--- config.mk ---
export PLATFORM = sky130hd
export DESIGN_NAME = modport_word_writer
export DESIGN_NICKNAME = d
export VERILOG_FILES = /design/src/rtl/modport_word_writer.sv
export SDC_FILE = /design/constraint.sdc
export NUM_CORES = 1
export LEC_CHECK = 0
export BUFFER_PORTS_ARGS = -buffer_cell sky130_fd_sc_hd__buf_2
export CORE_UTILIZATION = 52
export DETAILED_ROUTE_END_ITERATION = 16
export PLACE_DENSITY_LB_ADDON = 0.25
export SYNTH_ARGS = -nofsm -noshare
export SYNTH_HDL_FRONTEND = slang
export SYNTH_SLANG_ARGS = --single-unit
--- constraint.sdc ---
create_clock -name i_clk -period 1 [get_ports i_clk]
set_input_delay 0.1 -clock i_clk [delete_from_list [all_inputs] [get_ports i_clk]]
set_output_delay 0.1 -clock i_clk [all_outputs]
set_load 0.01 [all_outputs]
--- src/rtl/modport_word_writer.sv ---
// Writer end of the modport word interface: a small FIFO feeding a registered
// output word with a valid/ready handshake, optionally bit-reversed for the readers.

module modport_word_writer_lane (
  input  logic i_clk,
  input  logic i_rst_n,
  input  logic i_load,
  input  logic i_d,
  output logic o_q
);
  always_ff @(posedge i_clk or negedge i_rst_n)
    if (!i_rst_n)    o_q <= 1'b0;
    else if (i_load) o_q <= i_d;
endmodule

module modport_word_writer #(
  parameter int WIDTH   = 4,
  parameter int DEPTH   = 2,
  parameter int REVERSE = 1
) (
  input  logic                       i_clk,
  input  logic                       i_rst_n,
  input  logic                       i_clr,
  input  logic                       i_en,
  input  logic [WIDTH-1:0]           i_a,
  output logic                       o_ready,
  output logic [WIDTH-1:0]           o_x,
  output logic                       o_x_vld,
  input  logic                       i_x_rdy,
  output logic [$clog2(DEPTH):0]     o_count,
  output logic                       o_empty,
  output logic                       o_ovf
);
  localparam int AW = $clog2(DEPTH);
  localparam int CW = AW + 1;

  typedef enum logic {S_EMPTY, S_FULL} state_t;

  // Async assert, two-flop synchronised release.
  logic [1:0] rst_pipe;
  logic       rst_n;
  always_ff @(posedge i_clk or negedge i_rst_n)
    if (!i_rst_n) rst_pipe <= 2'b00;
    else          rst_pipe <= {rst_pipe[0], 1'b1};
  assign rst_n = rst_pipe[1];

  logic [WIDTH-1:0] mem [DEPTH];
  logic [AW-1:0]    wr_ptr, rd_ptr;
  logic [CW-1:0]    count;
  logic             ovf, x_vld;
  state_t           state;
  logic [WIDTH-1:0] head;
  logic             fifo_nempty, push, pop;

  assign o_ready     = (count != CW'(DEPTH));
  assign fifo_nempty = (count != '0);
  assign head        = mem[rd_ptr];
  // Full FIFO refuses pushes even when a pop frees a slot this cycle.
  assign push        = rst_n && !i_clr && i_en && o_ready;
  assign pop         = rst_n && !i_clr && fifo_nempty && (state == S_EMPTY || i_x_rdy);

  always_ff @(posedge i_clk)
    if (push) mem[wr_ptr] <= i_a;

  always_ff @(posedge i_clk or negedge rst_n) begin
    if (!rst_n) begin
      wr_ptr <= '0;
      rd_ptr <= '0;
      count  <= '0;
      ovf    <= 1'b0;
      x_vld  <= 1'b0;
      state  <= S_EMPTY;
    end else if (i_clr) begin
      wr_ptr <= '0;
      rd_ptr <= '0;
      count  <= '0;
      ovf    <= 1'b0;
      x_vld  <= 1'b0;
      state  <= S_EMPTY;
    end else begin
      if (push) wr_ptr <= wr_ptr + 1'b1;
      if (pop)  rd_ptr <= rd_ptr + 1'b1;
      if (push && !pop)      count <= count + 1'b1;
      else if (pop && !push) count <= count - 1'b1;
      if (i_en && !o_ready) ovf <= 1'b1;
      case (state)
        S_EMPTY: if (fifo_nempty) begin
          state <= S_FULL;
          x_vld <= 1'b1;
        end
        S_FULL: if (i_x_rdy && !fifo_nempty) begin
          state <= S_EMPTY;
          x_vld <= 1'b0;
        end
        default: state <= S_EMPTY;
      endcase
    end
  end

  // One holding flop per reader lane; o_x keeps its value when not loading.
  for (genvar k = 0; k < WIDTH; k++) begin : g_lane
    localparam int SRC = (REVERSE != 0) ? (WIDTH - 1 - k) : k;
    modport_word_writer_lane u_lane (
      .i_clk  (i_clk),
      .i_rst_n(rst_n),
      .i_load (pop),
      .i_d    (head[SRC]),
      .o_q    (o_x[k])
    );
  end

  assign o_x_vld = x_vld;
  assign o_count = count;
  assign o_empty = (count == '0);
  assign o_ovf   = ovf;
endmodule

# After elaboration in Yosys (flattened, before gate mapping)
# Memory sizes are Yosys's and may differ from the RTL's. A register that Yosys moved wholly into a read port is not among the register bits.
# Index checks and enable logic that the tools add are counted.
# totals
mem_bits_rw	8
word_cells	58
input_bits	9
reg_bits	9
output_inout_bits	10
memories	1
# classes
bitwise	1
eq_ne	3
n_reduce_logical	23
n_addsub	4
muxes	19
# mem_list
memory	depth	width	read_ports	rd_ports_with_merged_regs	write_ports	line_no	rtl
mem	2	4	1	1	1	47	logic [WIDTH-1:0] mem [DEPTH];
# op_table
op	n
$mux W1	14
$logic_and A1 B1 Y1	9
$reduce_bool A2 Y1	4
$logic_not A1 Y1	6
$mux W2	3
$pmux W1 S2	2
$ne A3 B2 Y1 const B	1
$ne A3 B3 Y1 const B	1
$reduce_bool A3 Y1	1
$add A1 B1 Y1 const B	2
$add A2 B1 Y2 const B	1
$logic_not A2 Y1	1
$ne A2 B2 Y1 const B	1
$reduce_and A2 Y1	1
$sub A2 B1 Y2 const B	1
$logic_or A1 B1 Y1	1
$not A1 Y1	1

# Logic depth before layout (Yosys ltp)
# depth
ltp_word	9
ltp_mapped	5
depth_no_buf	4

# Hierarchy
# From an unflattened synthesis, not the netlist that was laid out.
# hier_totals
hier_cells	68
hier_area_um2	884.6
# modules_own_cells
module	n_inst	cells_per_inst	seq_area_each_um2	area_per_inst_um2
modport_word_writer	1	60	465.4	724.4
modport_word_writer_lane	4	2	25.0	40.0

# Worst setup path after synthesis
# OpenSTA, ideal clock, no wires.
# synth_path
kind	reg2reg
from	register rst_pipe[1]
to	memory mem[1][0], enable pin
arrival_ps	1366
setup_slack_ps	-745
required_ps	621
n_path_buf	0
setup_ps	379
stages_incl_launch_ff	3
cell_sequence	dfrtp_1 > nand2_1 > nor4b_1
# synth_between
elab_chain_cells	5
# synth_lines
element	line_no	rtl
start, declared	40	logic [1:0] rst_pipe;
start signal, assigned	44	else rst_pipe <= {rst_pipe[0], 1'b1};
$logic_and A1 B1 Y1 (3 in a row)	59	assign push = rst_n && !i_clr && i_en && o_ready;
$mux W1	63	if (push) mem[wr_ptr] <= i_a;
$mux W1 (implied by the code)	63	
end, declared	47	
# No other way between the ends.

# Final worst setup path
# layout_path
from	register count[0] (netlist: o_count[0])
to	register rd_ptr
# layout_between
elab_chain_cells	4
# layout_lines
element	line_no	rtl
start, declared	49	logic [CW-1:0] count;
start signal, assigned	83	if (push && !pop) count <= count + 1'b1;
start signal, assigned	84	else if (pop && !push) count <= count - 1'b1;
$reduce_bool A2 Y1	56	assign fifo_nempty = (count != '0);
$logic_and A1 B1 Y1 (2 in a row)	60	assign pop = rst_n && !i_clr && fifo_nempty && (state == S_EMPTY || i_x_rdy);
$reduce_bool A2 Y1 (no source line)	n/a	
end signal, assigned	82	if (pop) rd_ptr <= rd_ptr + 1'b1;
end, declared	48	logic [AW-1:0] wr_ptr, rd_ptr;
# No other way between the ends.
# A chain may end at the register's enable or synchronous reset.

==> run metrics <==
Yosys reg bits 21; Post-synth EDFFs 8; period utilisation layout 1.38; CP arrival 1.63 ns; Buf/Inv on CP 2; 1st-iter DRT viols 35; Max-cap violations 0; die area 1970 um2; Syn-to-layout area delta 56.4%; Skew-Pair Late Insertion Delay 0.30 ns; synthesized instance count 80; top post-synthesis cells by count dfrtp_1, a21oi_1, edfxtp_1; post-route cell area 1460 um2; vias per cell 5.88; total CTS buffers 3; Synth top area share 0.348; H-tree depth 1; r2r setup slk -0.38 ns; Pins Over Slew Limit 0; Antenna diodes 0; # fillers 52; number of port buffers 18; gr ovfl total 0; Post-Syn Area per Cell 11.7 um2; Unique masters post-synth 31; Crit. End Element flip-flop; initial antenna violation count 0; Crit Path Class reg2reg; crit-path leading delay family simple AND/OR/NAND/NOR gates; r2r worst-path depth 5; worst-path fanout max 4; Critical Path RT 1.25 ns; synth warn 0; Worst Skew 0.00671 ns; DR pass1 iterations 4; syn_nets 89; # DRC 0; Pwr Density 1310 nW/um2; GRT Total Usage 0.289; Hold Path Class in2async; crit path max-delay cell type dfrtp_2; Worst setup SP type flip-flop; starting density of the core 0.587; Area after DPL 1190 um2; Reg-to-Reg Start o_count[0]; violated checks negative setup slack; CTS Root Cell clkbuf_4; Finish-stage setup viols 23; fraction of layout cells with a size suffix above 1 0.571; RSZ-0062 raised after global routing yes; CTS tree built; Synth Cell Area 936 um2; VDD IR max 0.00103 V; Avg WL per Cell 20.6 um; total power 0.00192 W; reg-to-reg endpoint rd_ptr; PnR worst setup slack -0.383 ns; clk slew on worst S/H paths 0.13 ns; FMAX 723 MHz; core area 1590 um2; setup TNS -5.89 ns; Die Y 44.4 um; post-synth top area cell dfrtp_1; IO Pins 19; global-route wire length before repair 3980 um; register area share after synthesis 0.604; num rows 14; post-route ant nets 0; routability cong. 0.829; Leakage 0.628 nW; vias in the first global route 808; dpl hpwl 1430 um; CTS Buffer Depth 2; DRT Wirelength 3090 um; crit-path max cell delay 0.43 ns; Final min period 1.38 ns; status complete, but fails checks; via count 882; Synth area leaders dfrtp_1, edfxtp_1, mux2i_1; crit-path cells or2_4 > clkinv_4 > buf_6 > or4_4 > a21oi_2; Main synth FF type dfrtp_1; clk sinks 21; largest net degree at the start of global routing 13; async set or reset register ratio after synthesis 0.619; Final #Nets 136; Die W 44.4 um; final hold viol count 0; top-count cell post-synth dfrtp_1
[timing repair]
item                                   4_1_cts  5_1_grt
pin swaps                                    9        9
setup buffers                                6        4
resized for setup                           18       20
setup endpoints to repair                   22       24
hold buffers                                 5        0
endpoints found under the hold margin       10        0
[cell type report]
type	count	area, um2	area share
tap	24	30.0	0.0205
multi-input combinational	47	415	0.284
sequential	21	568	0.388
clock inverter	1	5.00	0.00342
clock buffer	3	22.5	0.0154
inverter	5	23.8	0.0162
timing repair buffer	49	399	0.273
[worst max-delay path by stage]
stage,to,depth (start not counted),from
5_1_grt,o_ready,4,o_count[1]
2_1_floorplan,rd_ptr,3,rst_pipe[1]
3_3_place_gp,mem[0][0],2,o_count[1]
4_1_cts,o_empty,4,o_count[0]
6_report,rd_ptr,5,o_count[0]
3_5_place_dp,mem[0][1],2,o_count[1]
[metrics by stage]
| stage | utilization | hold slack, ns | setup WS, ns | cells |
|---|---|---|---|---|
| after floorplan | - | -0.196 | -0.334 | 80 |
| after global placement | 0.749 | -0.117 | -0.254 | 133 |
| after detailed placement | 0.749 | -0.110 | -0.313 | 133 |
| after CTS | 0.868 | 0.113 | -0.359 | 148 |
| after global routing | 0.918 | 0.118 | -0.420 | 150 |
| final | 0.918 | 0.104 | -0.383 | 150 |
[layer usage]
layer / GRT usage / part of all wire / vias up
met3: 0.0286 / 0.069 / 14
met5: 0 / 0 / -
li1: - / - / 379
met4: 0.103 / 0.033 / 0
met1: 0.383 / 0.37 / 425
met2: 0.497 / 0.53 / 64
[registers in the layout (all words and copies together), names as in the netlist]
name / flops
state: 1
wr_ptr: 1
rd_ptr: 1
o_x_vld: 1
g_lane.u_lane.o_q: 4
rst_pipe: 2
o_ovf: 1
o_count: 2
mem: 8
[kinds of logic (layout without fill, tap and decap cells)]
| logic type | after synthesis | count (layout) | share of synthesized area |
|---|---|---|---|
| AO/OA/AOI/OAI | 21 | 21 | 0.130 |
| buffers and inverters | 12 | 58 | 0.0749 |
| flip-flops | 21 | 21 | 0.604 |
| multiplexers | 5 | 5 | 0.0535 |
| other | 1 | 1 | 0.00401 |
| AND/OR/NAND/NOR | 20 | 20 | 0.134 |
[layout by cell type (no fill, tap or decap), types with 2 or more instances in the layout]
cell and n:
a31oi_1 5, buf_4 18, dlygate4sd3_1 5, nor2_1 2, clkbuf_4 3, mux2i_1 5, a21oi_1 4, dfrtp_2 2
nor2b_4 2, buf_2 14, o21ai_0 2, inv_1 3, buf_6 11, o21ai_2 3, dfrtp_1 11, a21oi_2 4
edfxtp_1 8
[worst register-to-register path, delay by kind of cell (launching register included)]
family                 cells  cell delay (ns)
flip-flops                 1             0.43
AO/OA/AOI/OAI              1             0.12
AND/OR/NAND/NOR            2             0.57
buffers and inverters      2             0.21
[where the power goes]
group          leakage (nW)  total (W)  switching (W)  internal (W)
Combinational         0.377   0.000476       0.000242      0.000234
Sequential            0.234    0.00103      0.0000544      0.000974
Clock                0.0177   0.000414       0.000265      0.000149
(Power assumes the default switching activity.)
